[src/rtl/mac_pkg.sv]
// Shared constants and state encoding for the fixed-point MAC slice.
// Used by mac_seq_ctrl, mac_wrapper and the bench.
package mac_pkg;

    localparam int DATA_W  = 16;
    localparam int FRAC_W  = 9;
    localparam int MAX_LEN = 16;
    localparam int MAC_LAT = 3;
    localparam int LEN_W   = 5;

    typedef enum logic [2:0] {
        ST_IDLE,
        ST_CLEAR,
        ST_STREAM,
        ST_DRAIN,
        ST_DONE
    } mac_state_e;

endpackage

[src/rtl/mac_seq_ctrl.sv]
// Dot-product job sequencer: clears the MAC, streams operand pairs,
// waits out the MAC pipeline and hands back the accumulated result.
module mac_seq_ctrl #(
    parameter int DATA_W  = mac_pkg::DATA_W,
    parameter int MAX_LEN = mac_pkg::MAX_LEN,
    parameter int MAC_LAT = mac_pkg::MAC_LAT
) (
    input  logic              clk,
    input  logic              reset,
    input  logic              start,
    input  logic [4:0]        len,
    output logic              err,
    output logic              busy,
    input  logic              in_valid,
    output logic              in_ready,
    input  logic [DATA_W-1:0] in_a,
    input  logic [DATA_W-1:0] in_b,
    output logic              mac_clr,
    output logic              mac_en,
    output logic [DATA_W-1:0] mac_a,
    output logic [DATA_W-1:0] mac_b,
    output logic [4:0]        mac_count,
    input  logic [DATA_W-1:0] mac_result,
    output logic              res_valid,
    input  logic              res_ready,
    output logic [DATA_W-1:0] res_data
);
    import mac_pkg::*;

    localparam int DRN_W = (MAC_LAT < 1) ? 1 : $clog2(MAC_LAT + 1);

    mac_state_e        state_q, state_d;
    logic [4:0]        len_q, len_d;
    logic [4:0]        acc_q, acc_d;
    logic [DRN_W-1:0]  drain_q, drain_d;
    logic [DATA_W-1:0] mac_a_q, mac_a_d;
    logic [DATA_W-1:0] mac_b_q, mac_b_d;
    logic              mac_en_q, mac_en_d;
    logic [4:0]        mac_count_q, mac_count_d;
    logic [DATA_W-1:0] res_data_q, res_data_d;
    logic              err_q, err_d;
    logic              fire;
    logic              len_ok;

    // in_ready decodes registered state only, never in_valid
    assign in_ready  = (state_q == ST_STREAM);
    assign mac_clr   = (state_q == ST_CLEAR);
    assign res_valid = (state_q == ST_DONE);
    assign busy      = (state_q != ST_IDLE);
    assign err       = err_q;
    assign mac_en    = mac_en_q;
    assign mac_a     = mac_a_q;
    assign mac_b     = mac_b_q;
    assign mac_count = mac_count_q;
    assign res_data  = res_data_q;

    assign fire   = in_valid && in_ready;
    assign len_ok = (len != 5'd0) && (int'(len) <= MAX_LEN);

    always_comb begin
        state_d     = state_q;
        len_d       = len_q;
        acc_d       = acc_q;
        drain_d     = drain_q;
        mac_a_d     = mac_a_q;
        mac_b_d     = mac_b_q;
        mac_en_d    = 1'b0;
        mac_count_d = mac_count_q;
        res_data_d  = res_data_q;
        err_d       = 1'b0;
        unique case (state_q)
            ST_IDLE: begin
                if (start) begin
                    if (len_ok) begin
                        len_d   = len;
                        state_d = ST_CLEAR;
                    end else begin
                        err_d = 1'b1;
                    end
                end
            end
            ST_CLEAR: begin
                mac_count_d = '0;
                acc_d       = '0;
                state_d     = ST_STREAM;
            end
            ST_STREAM: begin
                if (fire) begin
                    mac_a_d     = in_a;
                    mac_b_d     = in_b;
                    mac_en_d    = 1'b1;
                    mac_count_d = mac_count_q + 5'd1;
                    acc_d       = acc_q + 5'd1;
                    if (acc_q + 5'd1 == len_q) begin
                        drain_d = DRN_W'(MAC_LAT);
                        state_d = ST_DRAIN;
                    end
                end
            end
            ST_DRAIN: begin
                // first DRAIN cycle still carries the final mac_en
                if (drain_q == '0) begin
                    res_data_d = mac_result;
                    state_d    = ST_DONE;
                end else begin
                    drain_d = drain_q - DRN_W'(1);
                end
            end
            ST_DONE: begin
                if (res_ready) begin
                    state_d = ST_IDLE;
                end
            end
            default: state_d = ST_IDLE;
        endcase
    end

    always_ff @(posedge clk or negedge reset) begin
        if (!reset) begin
            state_q     <= ST_IDLE;
            len_q       <= '0;
            acc_q       <= '0;
            drain_q     <= '0;
            mac_a_q     <= '0;
            mac_b_q     <= '0;
            mac_en_q    <= 1'b0;
            mac_count_q <= '0;
            res_data_q  <= '0;
            err_q       <= 1'b0;
        end else begin
            state_q     <= state_d;
            len_q       <= len_d;
            acc_q       <= acc_d;
            drain_q     <= drain_d;
            mac_a_q     <= mac_a_d;
            mac_b_q     <= mac_b_d;
            mac_en_q    <= mac_en_d;
            mac_count_q <= mac_count_d;
            res_data_q  <= res_data_d;
            err_q       <= err_d;
        end
    end

endmodule
[config.mk]
export PLATFORM = sky130hd
export DESIGN_NAME = mac_seq_ctrl
export DESIGN_NICKNAME = d
export VERILOG_FILES = /design/src/rtl/mac_pkg.sv /design/src/rtl/mac_seq_ctrl.sv
export SDC_FILE = /design/constraint.sdc
export NUM_CORES = 1
export LEC_CHECK = 0
export CAP_MARGIN = 30
export CORE_AREA = 10 10 91 93
export DETAILED_ROUTE_END_ITERATION = 8
export DIE_AREA = 0 0 101 103
export PLACE_DENSITY = 0.91
export SYNTH_ARGS = -nofsm -noshare
export SYNTH_HDL_FRONTEND = slang
export SYNTH_SLANG_ARGS = --single-unit
[constraint.sdc]
create_clock -name clk -period 5.1 [get_ports clk]
set_clock_uncertainty 0.05 [all_clocks]
set_input_delay 0.51 -clock clk [delete_from_list [all_inputs] [get_ports clk]]
set_output_delay 0.51 -clock clk [all_outputs]
set_load 0.05 [all_outputs]
* Yosys cells after proc, flatten, opt, wreduce, memory -nomap -nowiden
Cells that the tools add are included.
** Word-level totals
- Register bits :: 70
- Bits of input ports :: 58
- Logic and storage cells :: 60
** Operators by class
- Add/subtract/negate cells :: 3
- Magnitude comparators :: 1
- Equality and inequality tests :: 12
- Muxes and demuxes :: 20
- Reductions and logical operators :: 14
** Operator list (count)
- one-hot mux 5 bit (2 select lines) :: 2
- two-way mux 3 bit :: 6
- one-hot mux 3 bit (5 select lines) :: 1
- adder 5 x 1 -> 5 bit (second input constant) :: 2
- two-way mux 5 bit :: 2
- inequality test 2 bit (second input constant) :: 4
- == test 3 x 2 -> 1 bit (second input constant) :: 2
- two-way mux 2 bit :: 3
- inequality test 2 x 1 -> 1 bit (second input constant) :: 3
- AND reduction 2 bit :: 3
- AND reduction 6 bit :: 1
- == test 5 bit :: 1
- <= comparator 5 bit (second input constant) :: 1
- two-way mux 1 bit :: 5
- nonzero test 5 bit :: 1
- one-hot mux 2 bit (2 select lines) :: 1
- AND reduction 4 bit :: 1
- nonzero test 2 bit :: 2
- == test 3 x 1 -> 1 bit (second input constant) :: 1
- == test 3 bit (second input constant) :: 1
- zero test 3 bit :: 1
- AND reduction 3 bit :: 1
- nonzero test 3 bit :: 1
- logical AND 1 bit :: 2
- 2 further kinds :: 2

* Depth between registers and ports, before layout
Gate-level depths: netlist of run 1.
- Depth after elaboration :: 5
- Depth in mapped cells :: 7

* Worst setup path after synthesis of run 1
Ideal clock, no wire load.
- Kind :: reg-to-reg
- From :: reg state_q[0]
- To :: reg acc_q[2]
- Arrival :: 1.695 ns
- Required time :: 4.921 ns
- Setup slack :: 3.225 ns
- Stages on the path, launching flop included :: 8
- Buffers on the path :: 1
- Cell sequence :: dfrtp_1 buf_2 inv_1 or3_1 inv_1 nor2_1 o21ai_0 o21ai_0
** Between the ends
- Elaborated cells between the ends (all ways) :: 7
** RTL lines
- start: declaration :: line mac_seq_ctrl.sv:32 : mac_state_e state_q, state_d;
- start signal: assignment :: line mac_seq_ctrl.sv:131 : state_q <= state_d;
- == test 3 x 1 -> 1 bit (*)
- via mac_clr :: line mac_seq_ctrl.sv:18 : output logic mac_clr,
- nonzero test 2 bit (no source line)
- AND reduction 2 bit (no source line)
- end signal: assignment :: line mac_seq_ctrl.sv:122 : acc_q <= '0;
- end signal: assignment :: line mac_seq_ctrl.sv:133 : acc_q <= acc_d;
- end: declaration :: line mac_seq_ctrl.sv:34 : logic [4:0] acc_q, acc_d;
The timed path passes the listed nets; every way through them passes the cells marked *.
A chain may end at the register's enable or synchronous reset.

* Final worst setup path of run 1
- From :: reg state_q[0]
- To :: out mac_clr
** Between the ends
- Word-level cells in the longest chain between the ends :: 1
** Ends and longest elaborated chain
- == test 3 x 1 -> 1 bit :: line mac_seq_ctrl.sv:47 : assign mac_clr = (state_q == ST_CLEAR);
- end: declaration :: line mac_seq_ctrl.sv:18
Every way passes these cells.

==> results of run 1 <==
[area by class of cell]
cell class	count	area (um2)
Fill cell	526	2190
Sequential cell	70	1750
Timing Repair Buffer	119	1200
Multi-Input combinational cell	188	1060
Clock buffer	9	124
Clock inverter	7	121
Tap cell	80	100
Inverter	7	26.3
[cell families (layout without fill, tap and decap cells)]
logic type | Yosys count | count (layout) | share of synthesized area (%)
buffers and inverters | 18 | 142 | 2.52
flip-flops | 70 | 70 | 60.9
AND/OR/NAND/NOR | 134 | 134 | 19.2
AO/OA/AOI/OAI | 14 | 14 | 2.87
multiplexers | 22 | 22 | 8.62
XOR/XNOR | 15 | 15 | 4.57
adder cells (fa/ha/maj) | 3 | 3 | 1.31
[sequential cells by signal (all words and copies together) (netlist names)]
signal,cells
mac_a,16
mac_b,16
res_data,16
acc_q,5
len_q,5
mac_count,5
state_q,3
drain_q,2
err,1
mac_en,1
[worst paths after layout]
kind                                   startpoint                       to  slack (ns)  cells after the start
max                        state_q[0]$_DFFE_PN0P_                  mac_clr        2.16                      4
min                                         reset  res_data[6]$_DFFE_PN0P_        0.32                      2
max reg2reg                state_q[0]$_DFFE_PN0P_     acc_q[2]$_DFFE_PN0P_        2.76                      7
min reg2reg                drain_q[0]$_DFFE_PN0P_   drain_q[0]$_DFFE_PN0P_        0.42                      1
max in group asynchronous                   reset     mac_b[4]$_DFFE_PN0P_        4.13                      2
min in group clk           drain_q[0]$_DFFE_PN0P_   drain_q[0]$_DFFE_PN0P_        0.42                      1
[per-layer routing]
layer	up-vias	global-route usage, %	part of all wire [%]
li1	1120	-	-
met3	15	7.04	9.3
met2	92	24.4	50
met5	-	0	0
met1	1094	15.4	39
met4	0	6.32	2.0
[placed cells by master, fill, tap and decap left out, types with 2 or more instances in the layout]
| cell type | instances |
|---|---|
| nor2_1 | 7 |
| ha_1 | 3 |
| nor3_1 | 2 |
| inv_1 | 7 |
| xor2_1 | 8 |
| buf_4 | 2 |
| dfrtp_1 | 70 |
| mux2_2 | 22 |
| nor2b_1 | 2 |
| nand3_1 | 4 |
| nand4_1 | 2 |
| clkbuf_8 | 9 |
| clkdlybuf4s50_1 | 115 |
| clkinv_4 | 2 |
| nand2_1 | 109 |
| xnor2_1 | 7 |
| bufinv_16 | 3 |
| o21ai_0 | 10 |
[worst register-to-register path: cells and delay by family, from the launching register on]
| kind | cells | cell delay (ns) |
|---|---|---|
| flops | 1 | 0.49 |
| compound gates | 2 | 0.23 |
| buf+inv | 3 | 1.09 |
| simple gates | 2 | 0.42 |
[power by group through the flow]
stage / clock network, uW / logic [uW] / registers (uW)
4_1_cts: 553 / 1830 / 982
3_3_place_gp: 0 / 1770 / 970
2_1_floorplan: 0 / 463 / 1690
3_5_place_dp: 0 / 1820 / 986
6_report: 544 / 1810 / 982
5_1_grt: 582 / 1910 / 1020
[metrics by stage]
step / instance area (um2) / std cells / total power [uW]
floorplan: 2880 / 276 / 2150
global placement: 4110 / 463 / 2740
detailed placement: 4130 / 464 / 2810
CTS: 4380 / 480 / 3370
global route: 4380 / 480 / 3510
finish: 4380 / 480 / 3340
==> metrics.md, run 1 <==
| Metric | Value |
|---|---|
| Number of synthesized flops with an enable pin | 0 |
| Most frequent cells after synthesis | 109 x nand2_1, 70 x dfrtp_1, 22 x mux2_2 |
| Top-area cell type share of the netlist area | 60.9% |
| Clock transition at the registers of the reported paths | 0.08 ns |
| Worst Max-Slew Pin Slew | 0.864 ns |
| Slowest stage delay, CP | 0.84 ns |
| Routed Antenna Nets | 0 |
| Max-slew violations | 0 |
| Register area share after synthesis | 60.9% |
| Final Util | 66.6% |
| Setup Crit Path Kind | reg2out |
| Setup WS post-layout | 2.16 ns |
| Setup Buffers After CTS | 0 |
| Final wirelength | 7620 um |
| Post-route clock period utilization | 57.7% |
| Setup total negative slack | 0 ns |
| CP arrival | 2.38 ns |
| Worst slew margin | 42.4% |
| Layout cell share with drive strength beyond 1 | 11.0% |
| Core Area | 6570 um2 |
| Total GRT Usage | 14.6% |
| CTS Root Cell | clkbuf_8 |
| HPWL after DPL | 5630 um |
| Clk buf depth | 2 |
| Lkg Pwr | 0.00204 uW |
| Critical-path cell list | inv_1 -> or3_1 -> inv_1 -> clkdlybuf4s50_1 |
| Vias | 2321 |
| Syn_area_per_cell | 10.4 um2 |
| Largest net degree at the start of global routing | 71 |
| CP top delay family | buffers and inverters |
| Switching fraction of total power | 46.7% |
| Synthesized area | 2880 um2 |
| Fmax | 0.340 GHz |
| Crit-path max FO | 9 |
| Pre-antenna DRT Iters | 4 |
| Htree depth | 3 |
| Most frequent CP cell | inv_1 |
| Die area | 10400 um2 |
| Die Y | 103 um |
| #FFs+latches synth | 70 |
| Distinct cells, synth | 28 |
| Average routed wire per standard cell | 15.9 um |
| Pint | 1780 uW |
| Combinational share of power | 54.3% |
| DP Worst Slack | 2.39 ns |
| Syn Inst Count | 276 |
| Worst setup EP type | output pin |
| # diodes | 0 |
| Die Wd | 101 um |
| Cell taking the most area after synthesis | dfrtp_1 |
| Vias in the first global route | 2412 |
| Worst vdd ir | 0.451 mV |
| Startpoint types | register |
| Status | finished clean |
| Synth-to-Final Area Change | 52.3% |
| Psw | 1560 uW |
| Port Buffer Count | 116 |
| CTS buffer count | 9 |
| RSZ-0062 raised after global routing | no |
| Count leader, synth | nand2_1 |
| Syn nets | 337 |
| Final hold viol count | 0 |
| Async SR Flop Fraction | 100% |
| Synth area leaders | dfrtp_1 61%, nand2_1 14%, mux2_2 8.6% |
| Starting DRT DRC Count | 77 |
| Crit path time final | 2.94 ns |
| Warnings, synthesis | 0 |
| Grt ovf | 0 |
| CTS tree | yes |
| Final hold slack | 0.318 ns |
| CP bufs+invs | 3 |
| Placer Congestion | 0.786 |
| P per Cell Area | 762 nW/um2 |
| First-pass GRT wire length | 11900 um |
| # hold bufs at CTS | 0 |
| Post-CTS Resized | 0 |
| Initial Util | 43.8% |
| CTS Sinks | 70 |
| Maxcap violations | 0 |
| Clk_lat worst skew | 0.34 ns |
| Path type of the worst min-delay path | in2async |
| IO Pins | 117 |
| Critical Path RT | 4.54 ns |
| Final setup fails | 0 |
| Seq pwr share | 29.4% |
| Synth Flop Type | dfrtp_1 |
| Detailed-route vias per instance | 4.84 |
| FP Rows | 30 |
| Nets | 456 |
| Antenna violations before repair | 0 |
| Post-route DRC violation count | 0 |
| Power share of the clock group | 16.3% |
| Slowest CP cell | clkdlybuf4s50_1 |
Power figures use the tool's default switching activity.
==> run 2: changes to the inputs <==
Settings changed: CORE_AREA 10 10 91 93 to 10 10 97 99, DIE_AREA 0 0 101 103 to 0 0 107 109, PLACE_DENSITY 0.91 to 0.85.
Clock period 5.1 ns to 2.6 ns, I/O delays scaled along.
==> metrics.md, run 2 (same netlist as run 1, synthesis figures left out) <==
| Metric | Value |
|---|---|
| CP top delay family | buffers and inverters |
| Commonest non-fill, non-tap cells in the layout | 114 x clkdlybuf4s50_1, 109 x nand2_1, 70 x dfrtp_1 |
| Post-route DRC violation count | 0 |
| CP arrival | 2.04 ns |
| # diodes | 0 |
| Clock transition at the registers of the reported paths | 0.08 ns |
| Lkg Pwr | 0.00204 uW |
| R2r setup slk | 0.61 ns |
| Fmax | 0.425 GHz |
| Final hold slack | 0.393 ns |
| CTS Sinks | 70 |
| Worst Max-Slew Pin Slew | 0.752 ns |
| Startpoint types | register |
| Power share of the clock group | 16.8% |
| Final hold viol count | 0 |
| Reg2reg path depth | 3 |
| Nets | 458 |
| First-pass GRT wire length | 12700 um |
| Post-route cell area | 4410 um2 |
| Routed Antenna Nets | 0 |
| Hold Crit Depth | 3 |
| Starting DRT DRC Count | 46 |
| Post-CTS Resized | 0 |
| Leading cell type in the layout, fill and taps excluded | clkdlybuf4s50_1 |
| Worst vdd ir | 0.724 mV |
| Detailed-route vias per instance | 4.62 |
| Pre-antenna DRT Iters | 4 |
| Slowest stage delay, CP | 0.80 ns |
| Met2 wire len | 4160 um |
| DP Area | 4150 um2 |
| Psw | 3040 uW |
| Die area | 11700 um2 |
| Largest net degree at the start of global routing | 40 |
| RSZ-0062 raised after global routing | no |
| Average routed wire per standard cell | 15.7 um |
| Maxcap violations | 0 |
| CTS tree | yes |
| Critical Path RT | 2.29 ns |
| Crit-path max FO | 10 |
| Pint | 3490 uW |
| Met3 routed WL | 661 um |
| # hold bufs at CTS | 1 |
| Max-slew violations | 0 |
| Crit path time final | 2.35 ns |
| Launch point of the worst hold path | in_b[1] |
| Hold EP | mac_b[1]$_DFFE_PN0P_ |
| FF-to-FF End | res_data[2]$_DFFE_PN0P_ |
| Initial Util | 38.2% |
| Seq pwr share | 29.3% |
| Critical-path cell list | nor2b_1 -> and2_1 -> clkdlybuf4s50_1 |
| Die Wd | 107 um |
| Vias in the first global route | 2572 |
| Filler cells | 675 |
| Setup WS post-layout | 0.249 ns |
| Setup Crit Path Kind | reg2out |
| Synth-to-Final Area Change | 53.4% |
| Switching fraction of total power | 46.6% |
| Layout cell share with drive strength beyond 1 | 11.4% |
| Final setup fails | 0 |
| CTS buffer count | 9 |
| Slowest CP cell | clkdlybuf4s50_1 |
| Path type of the worst min-delay path | in2reg |
| Clk buf depth | 2 |
| Combinational share of power | 53.9% |
| Port Buffer Count | 116 |
| CTS Root Cell | clkbuf_8 |
| Grt ovf | 0 |
| Die Y | 109 um |
| Worst slew margin | 49.7% |
| Post-route clock period utilization | 90.4% |
| Antenna violations before repair | 0 |
| Clk_lat worst skew | 0.34 ns |
| Placer Congestion | 0.749 |
| Tot Pwr | 6540 uW |
| Final wirelength | 7930 um |
| P per Cell Area | 1480 nW/um2 |
| DP Worst Slack | 0.497 ns |
| Top Metal Used | met4 |
| Worst setup EP type | output pin |
| Met1 WL | 2970 um |
| HPWL after DPL | 6210 um |
| IO Pins | 117 |
| Reg2reg start | state_q[1]$_DFFE_PN0P_ |
| Status | finished clean |
| Total GRT Usage | 13.8% |
| Core Area | 7530 um2 |
| Htree depth | 3 |
| Setup total negative slack | 0 ns |
| Vias | 2326 |
| CP bufs+invs | 1 |
| FP Rows | 32 |
| Setup Buffers After CTS | 0 |
-- run 2: cell count changes in the layout (fill, tap and decap cells not counted), sizes merged --
cell / delta
buf: +2
clkinv: -2
clkbuf: +1
clkdlybuf4s50: -1
dlygate4sd3: +1
inv: +1
-- run 2: how the worst max path moves through the flow --
stage / from / endpoint / cells past startpoint
after floorplan: state_q[0]$_DFFE_PN0P_ / acc_q[2]$_DFFE_PN0P_ / 7
after global placement: len[1] / len_q[1]$_DFFE_PN0P_ / 5
after detailed placement: len[1] / len_q[1]$_DFFE_PN0P_ / 5
after CTS: state_q[1]$_DFFE_PN0P_ / in_ready / 3
after global routing: state_q[1]$_DFFE_PN0P_ / in_ready / 3
final: state_q[1]$_DFFE_PN0P_ / in_ready / 3
-- run 2: power groups by stage --
| stage | Sequential, uW | Combinational (uW) | Clock (uW) |
|---|---|---|---|
| floorplan | 3320 | 909 | 0 |
| global placement | 1900 | 3500 | 0 |
| detailed placement | 1940 | 3570 | 0 |
| CTS | 1920 | 3580 | 1120 |
| global route | 1990 | 3750 | 1180 |
| finish | 1920 | 3520 | 1100 |
-- run 2: worst min-delay path: stages --
cell	delay, ns
clkdlybuf4s50_1	0.40
nand2_1	0.05
nand2_1	0.04
-- run 2: routing by layer --
layer	GRT usage (%)	up-vias
met1	14.1	1105
met3	5.84	14
met5	0	-
met2	24.2	78
li1	-	1129
met4	6.00	0
-- run 2: cell type report --
class / count / area [um2] / share of cell area [%]
sequential: 70 / 1750 / 39.7
multi-input combinational: 188 / 1060 / 23.9
tap: 102 / 128 / 2.89
timing repair buffer: 121 / 1190 / 27.1
inverter: 7 / 26.3 / 0.596
clock buffer: 10 / 138 / 3.12
clock inverter: 6 / 116 / 2.64
-- run 2: metrics by stage --
step | instances | util, %
floorplan | 276 | -
global placement | 487 | 55.1
detailed placement | 487 | 55.1
CTS | 504 | 58.6
global route | 504 | 58.6
finish | 504 | 58.6
==> run 3: changes to the inputs <==
Settings changed: GPL_TIMING_DRIVEN set to 0.
==> metrics.md, run 3 (same netlist as run 1, synthesis figures left out) <==
| Metric | Value |
|---|---|
| Status | finished with violations |
| Failing checks | negative hold slack |
| Crit path time final | 2.35 ns |
| CTS tree | yes |
| Post-route clock period utilization | 90.5% |
| DP Area | 4160 um2 |
| Clk_lat worst skew | 0.33 ns |
| CP top delay family | buffers and inverters |
| Starting DRT DRC Count | 64 |
| Final hold viol count | 21 |
| RSZ-0062 raised after global routing | no |
| Lkg Pwr | 0.00201 uW |
| Htree depth | 3 |
| First-pass GRT wire length | 12200 um |
| FP Rows | 32 |
| Total GRT Usage | 13.1% |
| Max-slew violations | 0 |
| Grt ovf | 0 |
| Path type of the worst min-delay path | in2async |
| Maxcap violations | 0 |
| Final setup fails | 0 |
| Setup total negative slack | 0 ns |
| HPWL after DPL | 5860 um |
| Critical-path cell list | buf_2 -> inv_1 -> or3_1 -> inv_1 -> dlygate4sd2_1 |
| Initial Util | 38.2% |
| Clock transition at the registers of the reported paths | 0.08 ns |
| Layout cell share with drive strength beyond 1 | 10.8% |
| Die Wd | 107 um |
| Largest net degree at the start of global routing | 71 |
| P per Cell Area | 1440 nW/um2 |
| # diodes | 0 |
| DP Worst Slack | 0.320 ns |
| Worst slew margin | 42.0% |
| CP bufs+invs | 4 |
| Detailed-route vias per instance | 4.56 |
| Final hold slack | -0.0193 ns |
| Placer Congestion | 0.744 |
| Final Util | 57.9% |
| Worst vdd ir | 0.603 mV |
| Antenna violations before repair | 0 |
| Final wirelength | 7570 um |
| Crit-path max FO | 9 |
| IO Pins | 117 |
| Startpoint types | register |
| Worst Max-Slew Pin Slew | 0.870 ns |
| Nets | 464 |
| Setup WS post-layout | 0.247 ns |
| Clk buf depth | 2 |
| # hold bufs at CTS | 0 |
| Slowest stage delay, CP | 0.55 ns |
| Pre-antenna DRT Iters | 4 |
| Slowest CP cell | dlygate4sd2_1 |
| Port Buffer Count | 116 |
| CTS Root Cell | clkbuf_8 |
| Vias in the first global route | 2542 |
| Worst setup EP type | output pin |
| Fmax | 0.425 GHz |
| Post-route cell area | 4360 um2 |
| Leading cell type in the layout, fill and taps excluded | clkdlybuf4s50_1 |
| Core Area | 7530 um2 |
| Most frequent CP cell | inv_1 |
| CTS buffer count | 9 |
| Average routed wire per standard cell | 14.8 um |
| Critical Path RT | 2.29 ns |
| Commonest non-fill, non-tap cells in the layout | 114 x clkdlybuf4s50_1, 109 x nand2_1, 70 x dfrtp_1 |
| CP arrival | 2.04 ns |
| Vias | 2328 |
| Synth-to-Final Area Change | 51.6% |
| Post-route DRC violation count | 0 |
| Die area | 11700 um2 |
| Routed Antenna Nets | 0 |
| Die Y | 109 um |
| CTS Sinks | 70 |
| Setup Crit Path Kind | reg2out |
[run 3: cell count changes in the layout (fill, tap and decap cells not counted), sizes merged]
cell / change
bufinv: -2
dlygate4sd3: -1
clkbuf: +3
inv: -2
dlygate4sd2: +1
clkinv: +2
buf: +2
clkinvlp: +3
[run 3: final timing paths]
check                           slack, ns              startpoint                      to  cells after the start
worst min-delay path                -0.02                   reset    len_q[2]$_DFFE_PN0P_                      1
worst max register to register       0.62  state_q[0]$_DFFE_PN0P_   mac_b[15]$_DFFE_PN0P_                      7
worst min register to register       0.41  drain_q[0]$_DFFE_PN0P_  drain_q[0]$_DFFE_PN0P_                      1
worst max-delay path                 0.25  state_q[0]$_DFFE_PN0P_                 mac_clr                      5
min in group clk                     0.40                 in_b[7]    mac_b[7]$_DFFE_PN0P_                      3
max in group asynchronous            1.94                   reset   mac_b[11]$_DFFE_PN0P_                      1
[run 3: per-stage QoR]
stage | instances | power (uW) | hold slack (ns)
finish | 510 | 6300 | -0.0193
global route | 510 | 6690 | 0.0471
CTS | 510 | 6400 | 0.00593
detailed placement | 494 | 5510 | 0.382
global placement | 494 | 5410 | 0.394
floorplan | 276 | 4230 | -0.0856
[run 3: worst reg2reg max path, stage by stage, from the launching register on]
cell and delay [ns]:
dfrtp_1 0.36, buf_2 0.16, nand4bb_1 0.29, inv_1 0.23, buf_2 0.26, buf_1 0.37
nand2_1 0.12, nand2_1 0.08
[run 3: final cells by class]
cell class,instances,area (um2)
Buffer,11,46.3
Clock buffer,9,124
Clock inverter,7,75.1
Fill cell,664,3170
Inverter,7,26.3
Multi-Input combinational cell,188,1050
Sequential cell,70,1750
Tap cell,102,128
Timing Repair Buffer,116,1160
[run 3: layer usage]
layer	up-vias	GRT usage [%]	wire length (um)
met5	-	0	0
met4	0	3.48	51
met3	8	6.61	669
met2	69	22.8	3910
met1	1110	13.8	2930
li1	1141	-	-
[run 3: what timing repair did]
action | in CTS | in global routing
resized for setup | 1 | 0
buffers inserted | 0 | 0
endpoints found under the setup margin | 1 | 0
[run 3: power by group]
part	internal [uW]	switching, uW	leakage [uW]
Combinational	1240	2310	0.00106
Sequential	1590	293	0.000857
Clock	444	418	0.0000914
Total	3270	3030	0.00201
